===== config.mk =====
export PLATFORM = sky130hd
export DESIGN_NAME = result_skid_stage
export DESIGN_NICKNAME = d
export VERILOG_FILES = /design/src/rtl/result_skid_stage_pkg.sv /design/src/rtl/result_skid_stage_entry_reg.sv /design/src/rtl/result_skid_stage.sv
export SDC_FILE = /design/constraint.sdc
export NUM_CORES = 1
export LEC_CHECK = 0
export ABC_AREA = 1
export CORE_UTILIZATION = 53
export CTS_CLUSTER_DIAMETER = 200
export DETAILED_ROUTE_END_ITERATION = 6
export GPL_TIMING_DRIVEN = 0
export MAX_ROUTING_LAYER = met4
export PLACE_DENSITY_LB_ADDON = 0.2
export SYNTH_ARGS = -nofsm -noshare
export SYNTH_HDL_FRONTEND = slang
export SYNTH_SLANG_ARGS = --single-unit

===== constraint.sdc =====
create_clock -name clk -period 4.4 [get_ports clk]
set_input_delay 0.66 -clock clk [delete_from_list [all_inputs] [get_ports clk]]
set_output_delay 0.66 -clock clk [all_outputs]
set_load 0.05 [all_outputs]

===== src/rtl/result_skid_stage_pkg.sv =====
// Shared definitions for the result skid stage: default widths, buffer state
// encoding, status bit positions and small entry/flag helpers.
package result_skid_stage_pkg;

    localparam int DATA_W_DEF = 32;
    localparam int ADDR_W_DEF = 5;

    typedef enum logic [1:0] {
        ST_EMPTY = 2'b00,
        ST_ONE   = 2'b01,
        ST_FULL  = 2'b10
    } state_e;

    localparam int STAT_W   = 6;
    localparam int STAT_V   = 5;
    localparam int STAT_C   = 4;
    localparam int STAT_N   = 3;
    localparam int STAT_Z   = 2;
    localparam int STAT_LCO = 1;
    localparam int STAT_RCO = 0;

    // Register 0 is hard-wired, so a write aimed at it is dropped but still retired.
    function automatic logic make_wr(input logic reg_write, input logic addr_nonzero);
        return reg_write & addr_nonzero;
    endfunction

    function automatic logic [STAT_W-1:0] pack_flags(
        input logic v, input logic c, input logic n,
        input logic z, input logic lco, input logic rco
    );
        logic [STAT_W-1:0] flags_s;
        flags_s           = {STAT_W{1'b0}};
        flags_s[STAT_V]   = v;
        flags_s[STAT_C]   = c;
        flags_s[STAT_N]   = n;
        flags_s[STAT_Z]   = z;
        flags_s[STAT_LCO] = lco;
        flags_s[STAT_RCO] = rco;
        return flags_s;
    endfunction

endpackage


===== src/rtl/result_skid_stage_entry_reg.sv =====
// One buffered result entry {data, addr, wr} with a load enable; clears on reset.
module result_entry_reg
    import result_skid_stage_pkg::*;
#(
    parameter int DATA_W = DATA_W_DEF,
    parameter int ADDR_W = ADDR_W_DEF
) (
    input  logic              clk,
    input  logic              rst_n,
    input  logic              load,
    input  logic [DATA_W-1:0] d_data,
    input  logic [ADDR_W-1:0] d_addr,
    input  logic              d_wr,
    output logic [DATA_W-1:0] q_data,
    output logic [ADDR_W-1:0] q_addr,
    output logic              q_wr
);

    // Entry storage, captured only when the owning stage asks for it.
    always_ff @(posedge clk or negedge rst_n) begin
        if (!rst_n) begin
            q_data <= {DATA_W{1'b0}};
            q_addr <= {ADDR_W{1'b0}};
            q_wr   <= 1'b0;
        end else if (load) begin
            q_data <= d_data;
            q_addr <= d_addr;
            q_wr   <= d_wr;
        end
    end

endmodule


===== src/rtl/result_skid_stage.sv =====
// Two-entry in-order skid buffer between a function unit and the register-file
// write port; also owns the architectural status flags.
module result_skid_stage
    import result_skid_stage_pkg::*;
#(
    parameter int DATA_W = DATA_W_DEF,
    parameter int ADDR_W = ADDR_W_DEF
) (
    input  logic              clk,
    input  logic              rst_n,
    input  logic              in_valid,
    output logic              in_ready,
    input  logic [DATA_W-1:0] F,
    input  logic              V,
    input  logic              C,
    input  logic              N,
    input  logic              Z,
    input  logic              LCO,
    input  logic              RCO,
    input  logic [ADDR_W-1:0] dest_addr,
    input  logic              reg_write,
    input  logic              flag_load,
    input  logic              flush,
    output logic              out_valid,
    input  logic              out_ready,
    output logic [DATA_W-1:0] out_data,
    output logic [ADDR_W-1:0] out_addr,
    output logic              out_wr,
    output logic [5:0]        status
);

    state_e            state_r;
    state_e            state_s;
    logic              in_ready_r;
    logic              out_valid_r;
    logic [5:0]        status_r;
    logic              push_s;
    logic              pop_s;
    logic              in_wr_s;
    logic              head_load_s;
    logic              tail_load_s;
    logic              head_from_tail_s;
    logic [DATA_W-1:0] head_d_data_s;
    logic [ADDR_W-1:0] head_d_addr_s;
    logic              head_d_wr_s;
    logic [DATA_W-1:0] tail_data_r;
    logic [ADDR_W-1:0] tail_addr_r;
    logic              tail_wr_r;

    assign in_ready  = in_ready_r;
    assign out_valid = out_valid_r;
    assign status    = status_r;

    assign push_s  = in_valid & in_ready_r;
    assign pop_s   = out_valid_r & out_ready;
    assign in_wr_s = make_wr(reg_write, dest_addr != {ADDR_W{1'b0}});

    // Next state and slot-load decisions; the head slot always holds the oldest entry.
    always_comb begin
        state_s          = state_r;
        head_load_s      = 1'b0;
        tail_load_s      = 1'b0;
        head_from_tail_s = 1'b0;
        if (flush) begin
            state_s = ST_EMPTY;
        end else begin
            case (state_r)
                ST_EMPTY: begin
                    if (push_s) begin
                        state_s     = ST_ONE;
                        head_load_s = 1'b1;
                    end else begin
                        state_s = ST_EMPTY;
                    end
                end
                ST_ONE: begin
                    if (push_s && pop_s) begin
                        state_s     = ST_ONE;
                        head_load_s = 1'b1;
                    end else if (push_s) begin
                        state_s     = ST_FULL;
                        tail_load_s = 1'b1;
                    end else if (pop_s) begin
                        state_s = ST_EMPTY;
                    end else begin
                        state_s = ST_ONE;
                    end
                end
                ST_FULL: begin
                    if (pop_s) begin
                        state_s          = ST_ONE;
                        head_load_s      = 1'b1;
                        head_from_tail_s = 1'b1;
                    end else begin
                        state_s = ST_FULL;
                    end
                end
                default: begin
                    state_s = ST_EMPTY;
                end
            endcase
        end
    end

    // Head slot is refilled either from the incoming result or by promoting the tail.
    always_comb begin
        head_d_data_s = F;
        head_d_addr_s = dest_addr;
        head_d_wr_s   = in_wr_s;
        if (head_from_tail_s) begin
            head_d_data_s = tail_data_r;
            head_d_addr_s = tail_addr_r;
            head_d_wr_s   = tail_wr_r;
        end else begin
            head_d_data_s = F;
            head_d_addr_s = dest_addr;
            head_d_wr_s   = in_wr_s;
        end
    end

    // State plus handshake flags, registered so in_ready never sees out_ready combinationally.
    always_ff @(posedge clk or negedge rst_n) begin
        if (!rst_n) begin
            state_r     <= ST_EMPTY;
            in_ready_r  <= 1'b0;
            out_valid_r <= 1'b0;
        end else begin
            state_r     <= state_s;
            in_ready_r  <= (state_s != ST_FULL);
            out_valid_r <= (state_s != ST_EMPTY);
        end
    end

    // Flags are architectural at acceptance time; a flush cancels the same-cycle update.
    always_ff @(posedge clk or negedge rst_n) begin
        if (!rst_n) begin
            status_r <= 6'b000000;
        end else if (push_s && !flush && flag_load) begin
            status_r <= pack_flags(V, C, N, Z, LCO, RCO);
        end
    end

    result_entry_reg #(
        .DATA_W (DATA_W),
        .ADDR_W (ADDR_W)
    ) u_head (
        .clk    (clk),
        .rst_n  (rst_n),
        .load   (head_load_s),
        .d_data (head_d_data_s),
        .d_addr (head_d_addr_s),
        .d_wr   (head_d_wr_s),
        .q_data (out_data),
        .q_addr (out_addr),
        .q_wr   (out_wr)
    );

    result_entry_reg #(
        .DATA_W (DATA_W),
        .ADDR_W (ADDR_W)
    ) u_tail (
        .clk    (clk),
        .rst_n  (rst_n),
        .load   (tail_load_s),
        .d_data (F),
        .d_addr (dest_addr),
        .d_wr   (in_wr_s),
        .q_data (tail_data_r),
        .q_addr (tail_addr_r),
        .q_wr   (tail_wr_r)
    );

endmodule


Yosys cells after proc, flatten, opt, wreduce, memory -nomap -nowiden --
Index checks and enable logic that the tools add are counted.
Word-level totals: flip-flop bits (word level) 86, bits of input ports 50, output and inout port bits 46, logic and storage cells 43
Cells by class: equality and inequality tests 3, multiplexer cells 20, bitwise operators 3, reduce and logical (&&, ||, !) cells 7
Operator list (count):
- 32-bit two-way mux | 1
- 1-bit two-way mux | 12
- 2-bit two-way mux | 4
- 2-bit one-hot mux with 3 select lines | 1
- 5-bit two-way mux | 1
- 5-bit nonzero test | 1
- 1-bit bitwise AND | 3
- 1-bit logical AND | 3
- 1-bit one-hot mux with 3 select lines | 1
- 2-bit by 1-bit == test with 1-bit output (second input constant) | 1
- 2-bit == test (second input constant) | 1
- 2-bit zero test | 1
- 2-bit != test (second input constant) | 1
- 2-bit nonzero test | 1
- 1-bit zero test | 1

Logic depth before layout (Yosys ltp) --
word-level depth 7, depth in mapped cells 11

Cells and area by module --
Synthesis repeated with hierarchy kept, for this count alone.
Second synthesis, totals: cell total of the unflattened synthesis 511, area, all modules 3915.0 sq um
By module, submodules not included:
- result_entry_reg | times used 2, cells an instance 161, area each 1452.6 sq um, sequential area each 950.9 sq um
- result_skid_stage | times used 1, cells an instance 189, area each 1009.7 sq um, sequential area each 250.2 sq um

Worst setup path before layout --
Ideal clock, no wire load.
kind reg2reg, start register out_valid_r (netlist: out_valid), end register u_head.q_addr[0], data arrival time 1656 ps, data required time 4282 ps, slack 2626 ps, stages on the path, launching flop included 11, buffers on the path 2, path through dfrtp_1 -> nand2_1 -> inv_2 -> ha_1 -> nand3_1 -> nand3_1 -> nand2_2 -> buf_6 -> buf_4 -> nand2_1 -> nand2_1
Between the ends: cells in the longest elaborated chain, start to end 5
Ends and longest elaborated chain:
- start, declared | line result_skid_stage.sv:35 | logic out_valid_r;
- start signal, assigned | line result_skid_stage.sv:130 | out_valid_r <= (state_s != ST_EMPTY);
- 1-bit bitwise AND * | line result_skid_stage.sv:55 | assign pop_s = out_valid_r & out_ready;
- 1-bit logical AND or 1-bit two-way mux (tied branches) | line result_skid_stage.sv:77, result_skid_stage.sv:90
- 1-bit two-way mux (on tied branches) | line result_skid_stage.sv:77, result_skid_stage.sv:67
- 1-bit one-hot mux with 3 select lines or 1-bit two-way mux (tied branches) | line result_skid_stage.sv:67, result_skid_stage.sv:64
- 1-bit two-way mux or 5-bit two-way mux (tied branches) | line result_skid_stage.sv:64, result_skid_stage.sv:110
- end signal, assigned | line result_skid_stage_entry_reg.sv:23 | q_addr <= {ADDR_W{1'b0}};
- end signal, assigned | line result_skid_stage_entry_reg.sv:27 | q_addr <= d_addr;
- end, declared | line result_skid_stage_entry_reg.sv:15 | output logic [ADDR_W-1:0] q_addr,
Every way passes the cells marked *; elsewhere a longest branch is shown, timed or not. A chain may end at the register's enable or synchronous reset.

Final worst setup path --
start register u_head.q_data[20], end output port out_data[20]
RTL lines:
- start, declared | line result_skid_stage_entry_reg.sv:14 | output logic [DATA_W-1:0] q_data,
- start signal, assigned | line result_skid_stage_entry_reg.sv:22 | q_data <= {DATA_W{1'b0}};
- start signal, assigned | line result_skid_stage_entry_reg.sv:26 | q_data <= d_data;
- end, declared | line result_skid_stage.sv:26 | output logic [DATA_W-1:0] out_data,
No word-level cell between the ends.

==> reports/metrics.yaml <==
clockBufferDepth: 2
antenna_found_initial: 0
path_cells: "clkdlybuf4s50_1"
synth.top_cell.area_share_pct: 56.41
cts_sinks: 86
worst_slew_pin_slew_ns: 0.5334
async_flop_share_pct: 100.0
p_switching_mw: 1.030
synth_cell_types: 18
htree_levels: 3
yosysMostFrequentCell: "nand2_1"
clock-root-buffer: "clkbuf_8"
reg2regPathDepth: 11
setup_viol: 0
synthMuxAreaShare_pct: 0
grt_use_total_pct: 25.90
die_w_um: 86.84
hold_viol: 0
period_share_pct: 49.91
place.gp.congestion: 0.8252
synth_top_family_by_area: "simple AND/OR/NAND/NOR gates"
cts_setup_buffers: 0
total_power_mw: 2.638
r2r_start: "out_valid"
synth_common_cells: "nand2_1, dfrtp_1, o21ai_0, inv_1, buf_2"
std_cell_rows: 30
ff2ff_setup_slack_ns: 2.71
chipHeight_um: 86.84
path_depth: 1
cts_buffers: 9
clkPwrFrac_pct: 17.9
placed_cell_area_um2: 4911
grt_overflow_total: 0
grt_setup_unrepaired: "false"
worstPathMaxFanout: 2
required_ns: 3.74
viasPerCell: 4.837
synth_warnings: 0
numPortBuffers: 95
outcome: "completed"
synth_edf_count: 0
ys_seq_area_share_pct: 56.41
remaining_drc_errors: 0
fin_crit_ns: 2.196
cts_hold_buf: 0
cpLargestDelayFamily: "buffers and inverters"
synthFlopType: "dfrtp_1"
grt_max_degree: 57
wl_per_cell_um: 12.85
antenna_cells: 0
critPathCapture: "out_data[20]"
post_synth_and_or_nand_nor_area_fraction_pct: 28.67
maxSlewHeadroom_pct: 64.33
synth_xor_area_share_pct: 0
syn_nets: 532
wl_mm: 8.818
crit_path_max_incr_delay_ns: 0.82
synth-adder-area-share_pct: 0.6560
avgSynthCellArea_um2: 7.948
synthTopCellsByArea: "dfrtp_1, nand2_1, o21ai_0"
syn_to_final_growth_pct: 32.80
grt_pass1_vias: 3298
drtIter0Drc: 137
start_util_pct: 55.54
slowest_stage: "clkdlybuf4s50_1"
p_int_mw: 1.608
dr.pass1.iters: 5
ys_seq_elements: 86
crit_buf_inv: 1
stdcell_area_um2: 5066
netlist_area_um2: 3815
pwr-share-seq_pct: 44.1
seqCellArea_um2: 2152
synth_compound_area_share_pct: 6.953
ios: 96
synth_cells: 480
max-cap-violations: 0
worstSetupStartpoint: "u_head.q_data[20]"
worst-endpoint-arrival_ns: 1.54
die-area_um2: 7541
switching_share_pct: 39.04
maxSlewViolCount: 0
fmax_mhz: 455.3
multi_input_area_um2: 1384
cts_tree: "built"
drtAntennaViolNets: 0
clkTransAtPathRegs_ns: 0.08
drive_gt1_share_pct: 7.458
grt_pass1_wl_mm: 14.46
fillers: 541
pwr_density_cell_nw_per_um2: 520.7
yosysTopAreaCell: "dfrtp_1"
nNetsFinal: 639
leakagePower_nw: 2.629
crit_type: "reg2out"
core-area_um2: 6869
hold_class: "in2async"
vias: 3318
p_comb_share_pct: 38.0
ctsResizeCount: 0
cp-start-kind: "flip-flop"
worstReg2RegEnd: "u_head.q_addr[0]"
fin_skew_ns: 0.007535
dp_hpwl_mm: 6.212
clk_latency_ns: 0.35
ir_drop_mv: 0.3021
endpoint_kind: "output pin"
## sequential cells by signal, summed over array words and instances, names as in the netlist
name,flops
u_head.q_addr,5
status,6
in_ready,1
state_r,2
u_tail.q_addr,5
u_head.q_wr,1
out_valid,1
u_tail.q_data,32
u_head.q_data,32
u_tail.q_wr,1
## power groups by stage
stage	registers (mW)	clock network (mW)	logic, mW
final	1.16	0.472	1.00
after global routing	1.19	0.509	1.08
after CTS	1.16	0.482	1.01
after detailed placement	1.18	0	1.00
after global placement	1.17	0	0.979
after floorplan	1.53	0	0.275
## placed cells by master (no fill, tap or decap), types with 5 or more instances in the layout
master / instances
nand2_1: 260
inv_1: 32
clkbuf_1: 6
nand3_1: 10
buf_2: 13
clkdlybuf4s50_1: 94
inv_2: 5
clkbuf_8: 10
o21ai_1: 7
o21ai_0: 46
dfrtp_1: 86
## worst min-delay path by stage
| stage | cells past startpoint | slack (ns) | start | end |
|---|---|---|---|---|
| detailed placement | 2 | 0.46 | u_tail.q_data[0] | u_tail.q_data[0] |
| global route | 1 | 0.26 | rst_n | u_head.q_data[19] |
| finish | 1 | 0.23 | rst_n | u_head.q_data[19] |
| floorplan | 0 | 0.36 | rst_n | in_ready |
| global placement | 2 | 0.45 | u_tail.q_data[10] | u_tail.q_data[10] |
| CTS | 1 | 0.24 | rst_n | u_head.q_data[19] |
## routing by layer
| layer | GRT usage, % | routed length [µm] | vias to the layer above |
|---|---|---|---|
| li1 | - | - | 1667 |
| met1 | 32.81 | 3990 | 1526 |
| met2 | 40.23 | 4149 | 113 |
| met3 | 4.857 | 522 | 12 |
| met4 | 12.42 | 156 | 0 |
| met5 | - | 0 | - |
## area by class of cell
| class | instances | share of cell area, % |
|---|---|---|
| sequential | 86 | 42.48 |
| multi-input combinational | 334 | 27.32 |
| timing repair buffer | 96 | 19.26 |
| clock buffer | 12 | 2.865 |
| buffer | 23 | 2.766 |
| inverter | 37 | 2.741 |
| tap | 96 | 2.371 |
| clock inverter | 2 | 0.1976 |
## stage by stage
| step | hold slack [ns] | TNS (ns) | utilization (%) | std cells | worst slack [ns] |
|---|---|---|---|---|---|
| after floorplan | 0.3644 | 0 | - | 480 | 2.626 |
| after global placement | 0.4529 | -31.02 | 71.13 | 671 | -0.3652 |
| after detailed placement | 0.4586 | 0 | 71.49 | 672 | 2.014 |
| after CTS | 0.2409 | 0 | 73.75 | 686 | 2.185 |
| after global routing | 0.2586 | 0 | 73.75 | 686 | 2.159 |
| final | 0.2349 | 0 | 73.75 | 686 | 2.204 |
## cells by family after synthesis
| family | count (synthesis) |
|---|---|
| flip-flops | 86 |
| buffers and inverters | 60 |
| AND/OR/NAND/NOR | 279 |
| adder cells (fa/ha/maj) | 2 |
| AO/OA/AOI/OAI | 53 |
(Power assumes the default switching activity.)
